`config.mk`:
```
export PLATFORM = sky130hd
export DESIGN_NAME = dco_loop_filter
export DESIGN_NICKNAME = d
export VERILOG_FILES = /design/src/rtl/dco_loop_filter.sv
export SDC_FILE = /design/constraint.sdc
export NUM_CORES = 1
export LEC_CHECK = 0
export ABC_AREA = 1
export BUFFER_PORTS_ARGS = -buffer_cell sky130_fd_sc_hd__buf_4
export CAP_MARGIN = 20
export CELL_PAD_IN_SITES_DETAIL_PLACEMENT = 1
export CELL_PAD_IN_SITES_GLOBAL_PLACEMENT = 1
export CORE_ASPECT_RATIO = 0.5
export CORE_MARGIN = 2
export CORE_UTILIZATION = 42
export CTS_CLUSTER_DIAMETER = 30
export DETAILED_ROUTE_END_ITERATION = 16
export PLACE_DENSITY_LB_ADDON = 0.1
export SLEW_MARGIN = 30
export SYNTH_ARGS = -nofsm -noshare
export SYNTH_HDL_FRONTEND = slang
export SYNTH_SLANG_ARGS = --single-unit
```
`constraint.sdc`:
```
create_clock -name refclk -period 7.3 [get_ports refclk]
set_clock_uncertainty 0.15 [all_clocks]
set_input_delay 1.825 -clock refclk [delete_from_list [all_inputs] [get_ports refclk]]
set_output_delay 1.825 -clock refclk [all_outputs]
set_load 0.01 [all_outputs]
```
`src/rtl/dco_loop_filter.sv`:
```
// Digital PLL loop filter: PI controller driving a DCO control word,
// with phase accumulator reference, anti-windup and lock detection.
module dco_loop_filter #(
    parameter int KP_SHIFT   = 2,
    parameter int KI_SHIFT   = 6,
    parameter int DCTRL_MIN  = -32768,
    parameter int DCTRL_MAX  = 32767,
    parameter int DCTRL_RST  = 0,
    parameter int LOCK_TOL   = 4,
    parameter int UNLOCK_TOL = 16,
    parameter int LOCK_CNT   = 64
) (
    input  logic               refclk,
    input  logic               resetn,
    input  logic               en,
    input  logic signed [31:0] fcw,
    input  logic signed [31:0] dctrl_init,
    input  logic signed [31:0] dco_phase,
    output logic signed [31:0] dctrl,
    output logic signed [31:0] phase_err,
    output logic               locked,
    output logic [1:0]         state
);

    typedef enum logic [1:0] {
        IDLE    = 2'd0,
        ACQUIRE = 2'd1,
        LOCKED  = 2'd2
    } state_t;

    localparam int CW = $clog2(LOCK_CNT + 1);
    localparam logic [CW-1:0] CNT_MAX = CW'(LOCK_CNT);
    localparam logic signed [49:0] U_MAX = 50'(DCTRL_MAX);
    localparam logic signed [49:0] U_MIN = 50'(DCTRL_MIN);
    localparam logic signed [47:0] I_MAX = 48'sh7FFF_FFFF_FFFF;
    localparam logic signed [47:0] I_MIN = -48'sh7FFF_FFFF_FFFF - 48'sd1;

    state_t             state_q, state_d;
    logic               locked_q, locked_d;
    logic signed [31:0] ref_q, ref_d;
    logic signed [31:0] err_q, err_d;
    logic signed [47:0] integ_q, integ_d;
    logic signed [31:0] dctrl_q, dctrl_d;
    logic [CW-1:0]      cnt_q, cnt_d;

    logic signed [31:0] err_n;
    logic signed [48:0] isum;
    logic signed [47:0] integ_n;
    logic signed [49:0] u;
    logic signed [31:0] err_abs;
    logic               err_min;
    logic               in_lock;
    logic               out_unlock;
    logic               hold;

    always_comb begin
        err_n = ref_q - dco_phase;
        isum  = 49'(integ_q) + 49'(err_q);
        if (isum[48] != isum[47]) begin
            integ_n = isum[48] ? I_MIN : I_MAX;
        end else begin
            integ_n = isum[47:0];
        end
        u = 50'(dctrl_init)
          + 50'(err_q >>> KP_SHIFT)
          + 50'(integ_n >>> KI_SHIFT);
        // -2^31 has no positive magnitude; keep it out of both windows
        err_min    = (err_q == 32'sh8000_0000);
        err_abs    = err_q[31] ? -err_q : err_q;
        in_lock    = !err_min && (err_abs <= LOCK_TOL);
        out_unlock = err_min || (err_abs > UNLOCK_TOL);
        hold = ((u > U_MAX) && (err_q > 0))
            || ((u < U_MIN) && (err_q < 0));
    end

    always_comb begin
        state_d = state_q;
        ref_d   = ref_q;
        err_d   = err_q;
        integ_d = integ_q;
        dctrl_d = dctrl_q;
        cnt_d   = cnt_q;
        if (!en) begin
            state_d = IDLE;
            dctrl_d = dctrl_init;
            integ_d = '0;
            err_d   = '0;
            cnt_d   = '0;
        end else begin
            unique case (state_q)
                IDLE: begin
                    ref_d   = dco_phase + fcw;
                    err_d   = '0;
                    integ_d = '0;
                    cnt_d   = '0;
                    state_d = ACQUIRE;
                end
                ACQUIRE, LOCKED: begin
                    err_d = err_n;
                    ref_d = ref_q + fcw;
                    if (!hold) begin
                        integ_d = integ_n;
                    end
                    if (u > U_MAX) begin
                        dctrl_d = 32'(DCTRL_MAX);
                    end else if (u < U_MIN) begin
                        dctrl_d = 32'(DCTRL_MIN);
                    end else begin
                        dctrl_d = u[31:0];
                    end
                    if (state_q == ACQUIRE) begin
                        if (!in_lock) begin
                            cnt_d = '0;
                        end else if (cnt_q != CNT_MAX) begin
                            cnt_d = cnt_q + 1'b1;
                        end
                        if (cnt_d == CNT_MAX) begin
                            state_d = LOCKED;
                        end
                    end else if (out_unlock) begin
                        cnt_d   = '0;
                        state_d = ACQUIRE;
                    end
                end
                default: begin
                    state_d = IDLE;
                end
            endcase
        end
        locked_d = (state_d == LOCKED);
    end

    always_ff @(posedge refclk or negedge resetn) begin
        if (!resetn) begin
            state_q  <= IDLE;
            locked_q <= 1'b0;
            ref_q    <= '0;
            err_q    <= '0;
            integ_q  <= '0;
            dctrl_q  <= 32'(DCTRL_RST);
            cnt_q    <= '0;
        end else begin
            state_q  <= state_d;
            locked_q <= locked_d;
            ref_q    <= ref_d;
            err_q    <= err_d;
            integ_q  <= integ_d;
            dctrl_q  <= dctrl_d;
            cnt_q    <= cnt_d;
        end
    end

    assign dctrl     = dctrl_q;
    assign phase_err = err_q;
    assign locked    = locked_q;
    assign state     = state_q;

endmodule

```
==> flow_metrics.tcl <==
set metrics [dict create \
    status "finished, final reports clean" \
    worstHoldStart "integ_q[31]" \
    tightestPinTransition_ns 0.809 \
    slew-limit-headroom_pct 46.1 \
    cts_buffer_depth 2 \
    clk_latency_ns 0.47 \
    finalCriticalPeriod_ns 6.99 \
    drv_slew 0 \
    dr.pass1.iters 5 \
    p_leak_nw 12.2 \
    crit_family "simple AND/OR/NAND/NOR gates" \
    place_area_um2 21500 \
    syn_nets 3481 \
    ant_nets 0 \
    min_to "integ_q[31]" \
    grt_pass1_vias 22200 \
    grt_max_degree 64 \
    r2r_slack_ns 0.31 \
    wl_per_cell_um 20.5 \
    core-area_um2 45300 \
    ys_seq_elements 154 \
    ioPinCount 166 \
    finalSetupViolCount 0 \
    r2r_cells 39 \
    finalNonFillerCells 3986 \
    worstPathRequired_ns 7.51 \
    num_antenna_cells 0 \
    setup_tns_ns 0 \
    final_util_pct 49.8 \
    netlist_instances 3176 \
    cts_buffers 17 \
    final_common_cell "nand2_1" \
    die-area_um2 47900 \
    cts_tree "done" \
    ctsHoldBuffers 0 \
    criticalPathCategory "flip-flop to flip-flop" \
    die_h_um 156 \
    reg2reg_to "integ_q[30]" \
    slowest_stage "fa_1" \
    max_stage_delay_ns 0.53 \
    num_rows 55 \
    hpwl_um 66900 \
    timing.final.ws_setup_ns 0.312 \
    grt_pass1_wl_um 125000 \
    rr_startpoint "phase_err[13]" \
    post-route-period-util_pct 95.7 \
    area_growth_pct 16.9 \
    maxCapViolCount 0 \
    place_ws_ns -0.105 \
    design_area_um2 22600 \
    final.fill_count 6264 \
    critPathCaptureType "flip-flop" \
    yosysWarnings 0 \
    die_width_um 307 \
    netlist_area_um2 19300 \
    worstPathArrival_ns 7.20 \
    antenna_found_initial 0 \
    io_buffers 165 \
    initial_utilization_pct 42.6 \
    dpl.cell_count 3942 \
    ys_seq_area_share_pct 19.9 \
    cts_root_buf "clkbuf_16" \
    clk_pin_slew_worst_paths_ns 0.08 \
    syn_area_per_cell_um2 6.09 \
    grt_overflow_total 0 \
    max_freq_ghz 0.143 \
    crit_top_cell "nand2_1" \
    ys_types 49 \
    whs_path_depth 2 \
    track_usage_pct 33.6 \
    via_per_inst 5.56 \
    vias 22200 \
    cts_htree_levels 4 \
    hold_viol 0 \
    clock_sink_count 154 \
    finalPower_mw 10.8 \
    cp.buffers_inverters 7 \
    layout.nets 3680 \
    power.density_nw_per_um2 478 \
    cp_max_fo 11 \
    drive_gt1_share_pct 11.0 \
    final_cell_mix "nand2_1 (927), inv_1 (496), nor2_1 (329)" \
    start_kind "flip-flop" \
    drc 0 \
    drt_iter0_drc 1645 \
    peakVddDrop_uv 186 \
    holdWs_ns 0.328 \
    routabilityCongestion 0.995 \
    min_path_type "flip-flop to flip-flop" \
    finalWirelength_um 81500 \
]
## cell usage after synthesis (all sizes together)
cell     instances  area (um^2)
nor2b            1         6.26
a21oi          196          981
xnor2           13          114
or2             14         87.6
nand3          224         1130
o221ai           2         17.5
a211oi           3         22.5
o211a            1         10.0
and2             4         25.0
o21bai          19          146
o21a            12         90.1
o31ai            4         30.0
o211ai          29          218
nor4            11         68.8
inv            510         1910
nor3            29          150
nand2          939         3540
nand2b           1         6.26
a221oi           3         26.3
clkinv           2         7.51
o22ai            7         43.8
nand3b          14          105
nand4           55          344
ha             160         2000
a31oi           18          113
a21o            11         82.6
a2111oi          1         8.76
nor2           345         1310
clkbuf          39          146
or4              1         7.51
a21boi           3         22.5
xor2            52          455
fa              46          921
buf             25          160
o32ai            6         52.6
dfrtp          154         3850
o21ai          222         1120
## flip-flops by register name, summed over array words and instances (netlist names)
signal     count
integ_q       48
dctrl         32
phase_err     32
ref_q         32
cnt_q          7
state          2
locked         1
## power breakdown
part / internal, mW / switching, mW
combinational: 2.79 / 5.76
clock: 0.485 / 0.473
sequential: 1.08 / 0.211
## timing repair
action                                  4_1_cts  5_1_grt
endpoints found under the setup margin       43       80
gates resized for setup                       2       81
setup buffers                                 0        9
cloned                                        0        3
pin swaps                                     0        6
## kinds of logic (layout without fill, tap and decap cells)
family                     count (synthesis)  after routing  synth area share, %
and+or+nand+nor                         1638           1638                 35.1
adders and majority gates                206            206                 15.1
xor gates and xnor gates                  65             65                 2.94
DFF                                      154            154                 19.9
AOI/OAI and AO/OA                        537            537                 15.4
buffers and inverters                    576            788                 11.5
## worst max-delay path by stage
stage | endpoint | cells after the start | slack, ns | start
final | integ_q[30] | 39 | 0.31 | phase_err[13]
after global routing | integ_q[8] | 41 | -0.02 | phase_err[31]
after CTS | integ_q[29] | 39 | 0.01 | phase_err[31]
after detailed placement | integ_q[29] | 38 | -0.11 | phase_err[31]
after global placement | dctrl[3] | 36 | -0.005 | phase_err[31]
after floorplan | integ_q[35] | 42 | 1.09 | phase_err[31]
## layer usage
metal  part of all wire [%]  global-route usage, %  wire (um)
met1                     47                   46.9      38400
met2                     46                   55.4      37200
met3                    5.6                   4.78       4560
met4                    1.7                   6.83       1370
met5                      0                      0          0
## worst reg2reg max path, delay by kind of cell, from the launching register on
kind                     cells  cell delay (ns)
AND/OR/NAND/NOR             23             2.99
adder cells (fa/ha/maj)      4             1.70
buffers and inverters        7             0.84
AO/OA/AOI/OAI                4             0.51
flip-flops                   1             0.48
XOR/XNOR                     1             0.20
## cell type report
cell class / count / area (um^2) / share of cell area (%)
tap: 598 / 748 / 3.31
timing repair buffer: 244 / 1930 / 8.53
clock inverter: 15 / 161 / 0.714
clock buffer: 17 / 425 / 1.88
sequential: 154 / 3860 / 17.1
inverter: 512 / 1930 / 8.52
multi-input combinational: 2446 / 13600 / 60.0
No activity file was read; power rests on OpenSTA's default activity.
